<file path="src/rtl/jpeg_cone_pkg.sv">
// Shared types and the per-lane cone function for the JPEG cone lane array.
// The evaluator works on a fixed maximum width; callers zero-extend and truncate.
package jpeg_cone_pkg;

    localparam int STAGES_MIN = 1;
    localparam int STAGES_MAX = 4;
    localparam int LANES_MAX  = 64;

    typedef enum logic [1:0] {
        CONE  = 2'd0,
        XCONE = 2'd1,
        GATE  = 2'd2,
        INV   = 2'd3
    } cone_mode_e;

    function automatic logic [LANES_MAX-1:0] cone_eval(
        input logic [LANES_MAX-1:0] a,
        input logic [LANES_MAX-1:0] b,
        input logic [LANES_MAX-1:0] c,
        input cone_mode_e           mode
    );
        logic [LANES_MAX-1:0] en;
        en = b & ~c;
        case (mode)
            CONE:    return ~(a ^ en);
            XCONE:   return a ^ en;
            GATE:    return en;
            default: return ~a;
        endcase
    endfunction

endpackage

</file>
<file path="src/rtl/jpeg_cone_slice.sv">
// One elastic register slice: loads when empty or when its beat leaves downstream.
module jpeg_cone_slice #(
    parameter int W = 8
) (
    input  logic         clk,
    input  logic         rst,
    input  logic         in_valid,
    output logic         in_ready,
    input  logic [W-1:0] in_data,
    output logic         out_valid,
    input  logic         out_ready,
    output logic [W-1:0] out_data
);

    logic         valid;
    logic [W-1:0] data;

    // Ready ripples combinationally back from the downstream consumer.
    assign in_ready  = ~valid | out_ready;
    assign out_valid = valid;
    assign out_data  = data;

    always_ff @(posedge clk) begin
        if (rst) begin
            valid <= 1'b0;
            data  <= '0;
        end else if (in_ready) begin
            valid <= in_valid;
            if (in_valid)
                data <= in_data;
        end
    end

endmodule

</file>
<file path="src/rtl/jpeg_cone_lane_array.sv">
// Multi-lane cone evaluator feeding an elastic slice chain, plus a saturating
// counter of delivered all-ones beats.
module jpeg_cone_lane_array
    import jpeg_cone_pkg::*;
#(
    parameter int LANES  = 8,
    parameter int STAGES = 2,
    parameter int CNT_W  = 16
) (
    input  logic             clk,
    input  logic             rst,
    input  logic             in_valid,
    output logic             in_ready,
    input  logic [LANES-1:0] in_a,
    input  logic [LANES-1:0] in_b,
    input  logic [LANES-1:0] in_c,
    input  logic [1:0]       in_mode,
    output logic             out_valid,
    input  logic             out_ready,
    output logic [LANES-1:0] out_y,
    input  logic             clr_cnt,
    output logic [CNT_W-1:0] match_cnt
);

    if (STAGES < STAGES_MIN || STAGES > STAGES_MAX) begin : g_bad_stages
        $error("jpeg_cone_lane_array: STAGES=%0d outside %0d..%0d", STAGES, STAGES_MIN, STAGES_MAX);
    end
    if (LANES < 1 || LANES > LANES_MAX) begin : g_bad_lanes
        $error("jpeg_cone_lane_array: LANES=%0d outside 1..%0d", LANES, LANES_MAX);
    end

    logic [LANES_MAX-1:0] a_w, b_w, c_w;

    always_comb begin
        a_w = '0;
        b_w = '0;
        c_w = '0;
        a_w[LANES-1:0] = in_a;
        b_w[LANES-1:0] = in_b;
        c_w[LANES-1:0] = in_c;
    end

    // Index 0 is the evaluator output; index i+1 is the output of slice i.
    logic [STAGES:0]            vld_pipe;
    logic [STAGES:0]            rdy_pipe;
    logic [STAGES:0][LANES-1:0] dat_pipe;

    assign vld_pipe[0]      = in_valid;
    assign dat_pipe[0]      = LANES'(cone_eval(a_w, b_w, c_w, cone_mode_e'(in_mode)));
    assign rdy_pipe[STAGES] = out_ready;

    for (genvar i = 0; i < STAGES; i++) begin : g_slice
        jpeg_cone_slice #(.W(LANES)) u_slice (
            .clk       (clk),
            .rst       (rst),
            .in_valid  (vld_pipe[i]),
            .in_ready  (rdy_pipe[i]),
            .in_data   (dat_pipe[i]),
            .out_valid (vld_pipe[i+1]),
            .out_ready (rdy_pipe[i+1]),
            .out_data  (dat_pipe[i+1])
        );
    end

    assign in_ready  = rdy_pipe[0];
    assign out_valid = vld_pipe[STAGES];
    assign out_y     = dat_pipe[STAGES];

    // Clear wins over a coincident qualifying transfer.
    always_ff @(posedge clk) begin
        if (rst || clr_cnt)
            match_cnt <= '0;
        else if (out_valid && out_ready && (&out_y) && (match_cnt != {CNT_W{1'b1}}))
            match_cnt <= match_cnt + 1'b1;
    end

endmodule
</file>
<file path="config.mk">
export PLATFORM = sky130hd
export DESIGN_NAME = jpeg_cone_lane_array
export DESIGN_NICKNAME = d
export VERILOG_FILES = /design/src/rtl/jpeg_cone_pkg.sv /design/src/rtl/jpeg_cone_slice.sv /design/src/rtl/jpeg_cone_lane_array.sv
export SDC_FILE = /design/constraint.sdc
export NUM_CORES = 1
export LEC_CHECK = 0
export ABC_AREA = 1
export CAP_MARGIN = 0
export CORE_ASPECT_RATIO = 0.6
export CORE_MARGIN = 2
export CORE_UTILIZATION = 45
export DETAILED_ROUTE_END_ITERATION = 10
export PLACE_DENSITY = 0.73
export SLEW_MARGIN = 30
export SYNTH_ARGS = -nofsm -noshare
export SYNTH_HDL_FRONTEND = slang
export SYNTH_HIERARCHICAL = 1
export SYNTH_SLANG_ARGS = --single-unit
</file>
<file path="constraint.sdc">
create_clock -name clk -period 3.4 [get_ports clk]
set_clock_uncertainty 0.1 [all_clocks]
set_input_delay 0.68 -clock clk [delete_from_list [all_inputs] [get_ports clk]]
set_output_delay 0.68 -clock clk [all_outputs]
set_load 0.1 [all_outputs]
</file>
==> metrics.yaml <==
timing:
  clock.fmax_ghz: 0.3675
  period_share_pct: 80.03
  finalHoldViolations: 0
  tns_ns: 0
  relSlewSlack_pct: 46.13
  slew_violations: 0
  period_minus_slack_ns: 2.721
  setup_violations: 0
  grt_setup_unrepaired: "no"
  worstMarginPinSlew_ns: 0.8056
worst_setup_path:
  cp.required_ns: 2.62
  cp-start-kind: "primary input"
  reg2reg_from: "match_cnt[0]"
  path_cells: "clkdlybuf4s50_1 -> inv_2 -> nand2_4 -> inv_2 -> nand2_4 -> buf_12"
  rrSetupSlack_ns: 1.70
  cp.arrival_ns: 1.94
  slowest_delay_ns: 0.49
  reg2regPathDepth: 9
  endpoint: "in_ready"
  r2r-end: "match_cnt[2]"
  crit_path_top_delay_cell: "clkdlybuf4s50_1"
  worstPathMaxFanout: 18
  path_class: "in -> out"
  critPathLaunch: "out_ready"
  cp-end-kind: "output pin"
route:
  wl_per_cell_um: 11.06
  vias: 2171
  drtIter0Drc: 140
  drc: 0
  firstDrtPassIters: 5
  routed_wl_um: 5054
  detail-route-antenna-nets: 0
  via_per_inst: 4.751
logic_synthesis:
  synthMuxAreaShare_pct: 0
  synth.area.top_cells: "dfxtp_1 (30%), nand2_1 (14%), inv_1 (7.6%)"
  async_reset_ff_share_pct: 0
  syn_area_per_cell_um2: 6.703
  ys_ff_latch: 34
  synthAdderAreaFrac_pct: 0.5507
  syn-instance-count: 339
  synth_top_family_by_area: "simple AND/OR/NAND/NOR gates"
  synth.distinct_cells: 29
  synth_largest_area_cell: "dfxtp_1"
  ys.flop_type: "dfxtp_1"
  synth_edf_count: 0
  synth_xor_xnor_area_share_pct: 5.011
  yosys_warnings: 6
  synthesis.area_mm2: 0.002272
  syn_nets: 371
  synthSimpleGateAreaFrac_pct: 36.84
  netlist.area_leader.share_pct: 29.96
  ys_seq_area_share_pct: 29.96
  synth_compound_area_share_pct: 13.11
power:
  powerDensity_mw_per_mm2: 356.6
  p_total_mw: 1.021
  ir_drop_mv: 0.1908
  p_leak_nw: 1.267
cells_and_area:
  final_core_util_pct: 60.82
  final_common_cell: "nand2_1"
  instances_no_fill: 457
  final_cell_mix: "nand2_1 (86), inv_1 (46), nor2_1 (44), dfxtp_1 (34), clkdlybuf4s50_1 (30)"
  num_antenna_cells: 0
  drive_gt1_share_pct: 20.30
  nets: 426
  area_growth_pct: 25.99
floorplanning:
  ios: 57
  start_util_pct: 48.27
  placement_rows: 19
  die-area_mm2: 0.005652
  die_h_um: 59.04
  die_w_um: 95.74
  core_area_mm2: 0.004707
global_routing:
  grt_pass1_wl_um: 8418
  grt_overflow: 0
  grt_util_met3_pct: 5.216
  grt_max_degree: 19
  grt_pass1_vias: 1898
  busiest_layer: "met1"
  met2_usage_pct: 27.17
  grt_usage_pct: 19.09
  use_met1_pct: 28.89
  antenna_found_initial: 0
cts:
  cts_tree: "done"
  numCtsBuffers: 5
  clock-sinks: 34
  clockBufferDepth: 2
  postCtsSetupRepairBufs: 0
  cts_hold_buf: 0
  clock_latency_ns: 0.28
  path_clk_slew_ns: 0.06
  cts.root.buffer_cell: "clkbuf_8"
  htreeDepth: 2
  cts_resized: 0
status:
  status: "finished clean"
hold_path:
  hold_class: "reg -> reg"
placed_design:
  routabilityCongestion: 0.8275
  place_inst: 450
  dp_hpwl_um: 3995
  io_buffers: 56
job:
  cap_viol_max_count: 0
[final cells by class]
type,count,area [um^2]
Inverter,54,214.0
Timing Repair Buffer,57,515.5
Clock buffer,6,82.58
Sequential cell,34,680.7
Clock inverter,1,30.03
Fill cell,426,1844
Tap cell,63,78.83
Multi-Input combinational cell,242,1261
[synth_stat cells (4+ instances only)]
master / instances
nand2_1: 86
inv_1: 46
nor2_1: 44
dfxtp_1: 34
nand3_1: 25
a21oi_1: 19
a21oi_2: 18
xor2_1: 12
nor2_2: 9
o21ai_1: 7
buf_12: 4
inv_2: 4
nand2_4: 4
[metal layers]
| metal | part of all wire (%) | up-vias | wire length [um] |
|---|---|---|---|
| li1 | - | 1154 | - |
| met4 | 0.53 | 0 | 27 |
| met1 | 54 | 935 | 2733 |
| met5 | 0 | - | 0 |
| met2 | 37 | 80 | 1873 |
| met3 | 8.3 | 2 | 420 |
[state kept, by name (all words and copies together), names as in the netlist]
register                   flops
g_slice.u_slice/out_valid      2
g_slice.u_slice/out_data      16
match_cnt                     16
[critical path, delay by kind of cell]
family	cells	cell delay, ns
buffers and inverters	4	0.82
and+or+nand+nor	2	0.42
[where the power goes]
part / internal (mW) / total [mW] / switching (mW)
sequential: 0.415 / 0.429 / 0.0138
combinational: 0.0830 / 0.213 / 0.130
clock: 0.235 / 0.379 / 0.144
[cells by family after synthesis]
logic type / after synthesis
buffers and inverters: 63
AO/OA/AOI/OAI: 46
adder cells (fa/ha/maj): 1
XOR/XNOR: 13
AND/OR/NAND/NOR: 182
flip-flops: 34
[per-stage QoR]
stage	cell area (um^2)	setup WS [ns]	hold WS (ns)
3_5_place_dp	2750	0.6850	0.3753
3_3_place_gp	2750	0.6976	0.3693
4_1_cts	2863	0.6797	0.3892
5_1_grt	2863	0.5934	0.4101
2_1_floorplan	2272	0.9351	0.3603
6_report	2863	0.6791	0.3852
[worst min path at each step]
stage / start / to / slack (ns) / cells past startpoint
2_1_floorplan: g_slice[0].u_slice/out_data[0] / g_slice[0].u_slice/out_data[0] / 0.36 / 2
3_3_place_gp: g_slice[0].u_slice/out_data[1] / g_slice[0].u_slice/out_data[1] / 0.37 / 2
3_5_place_dp: g_slice[0].u_slice/out_data[0] / g_slice[0].u_slice/out_data[0] / 0.38 / 2
4_1_cts: g_slice[0].u_slice/out_data[0] / g_slice[0].u_slice/out_data[0] / 0.39 / 2
5_1_grt: g_slice[0].u_slice/out_data[1] / g_slice[0].u_slice/out_data[1] / 0.41 / 2
6_report: g_slice[0].u_slice/out_data[0] / g_slice[0].u_slice/out_data[0] / 0.39 / 2
No activity file was read; power rests on OpenSTA's default activity.
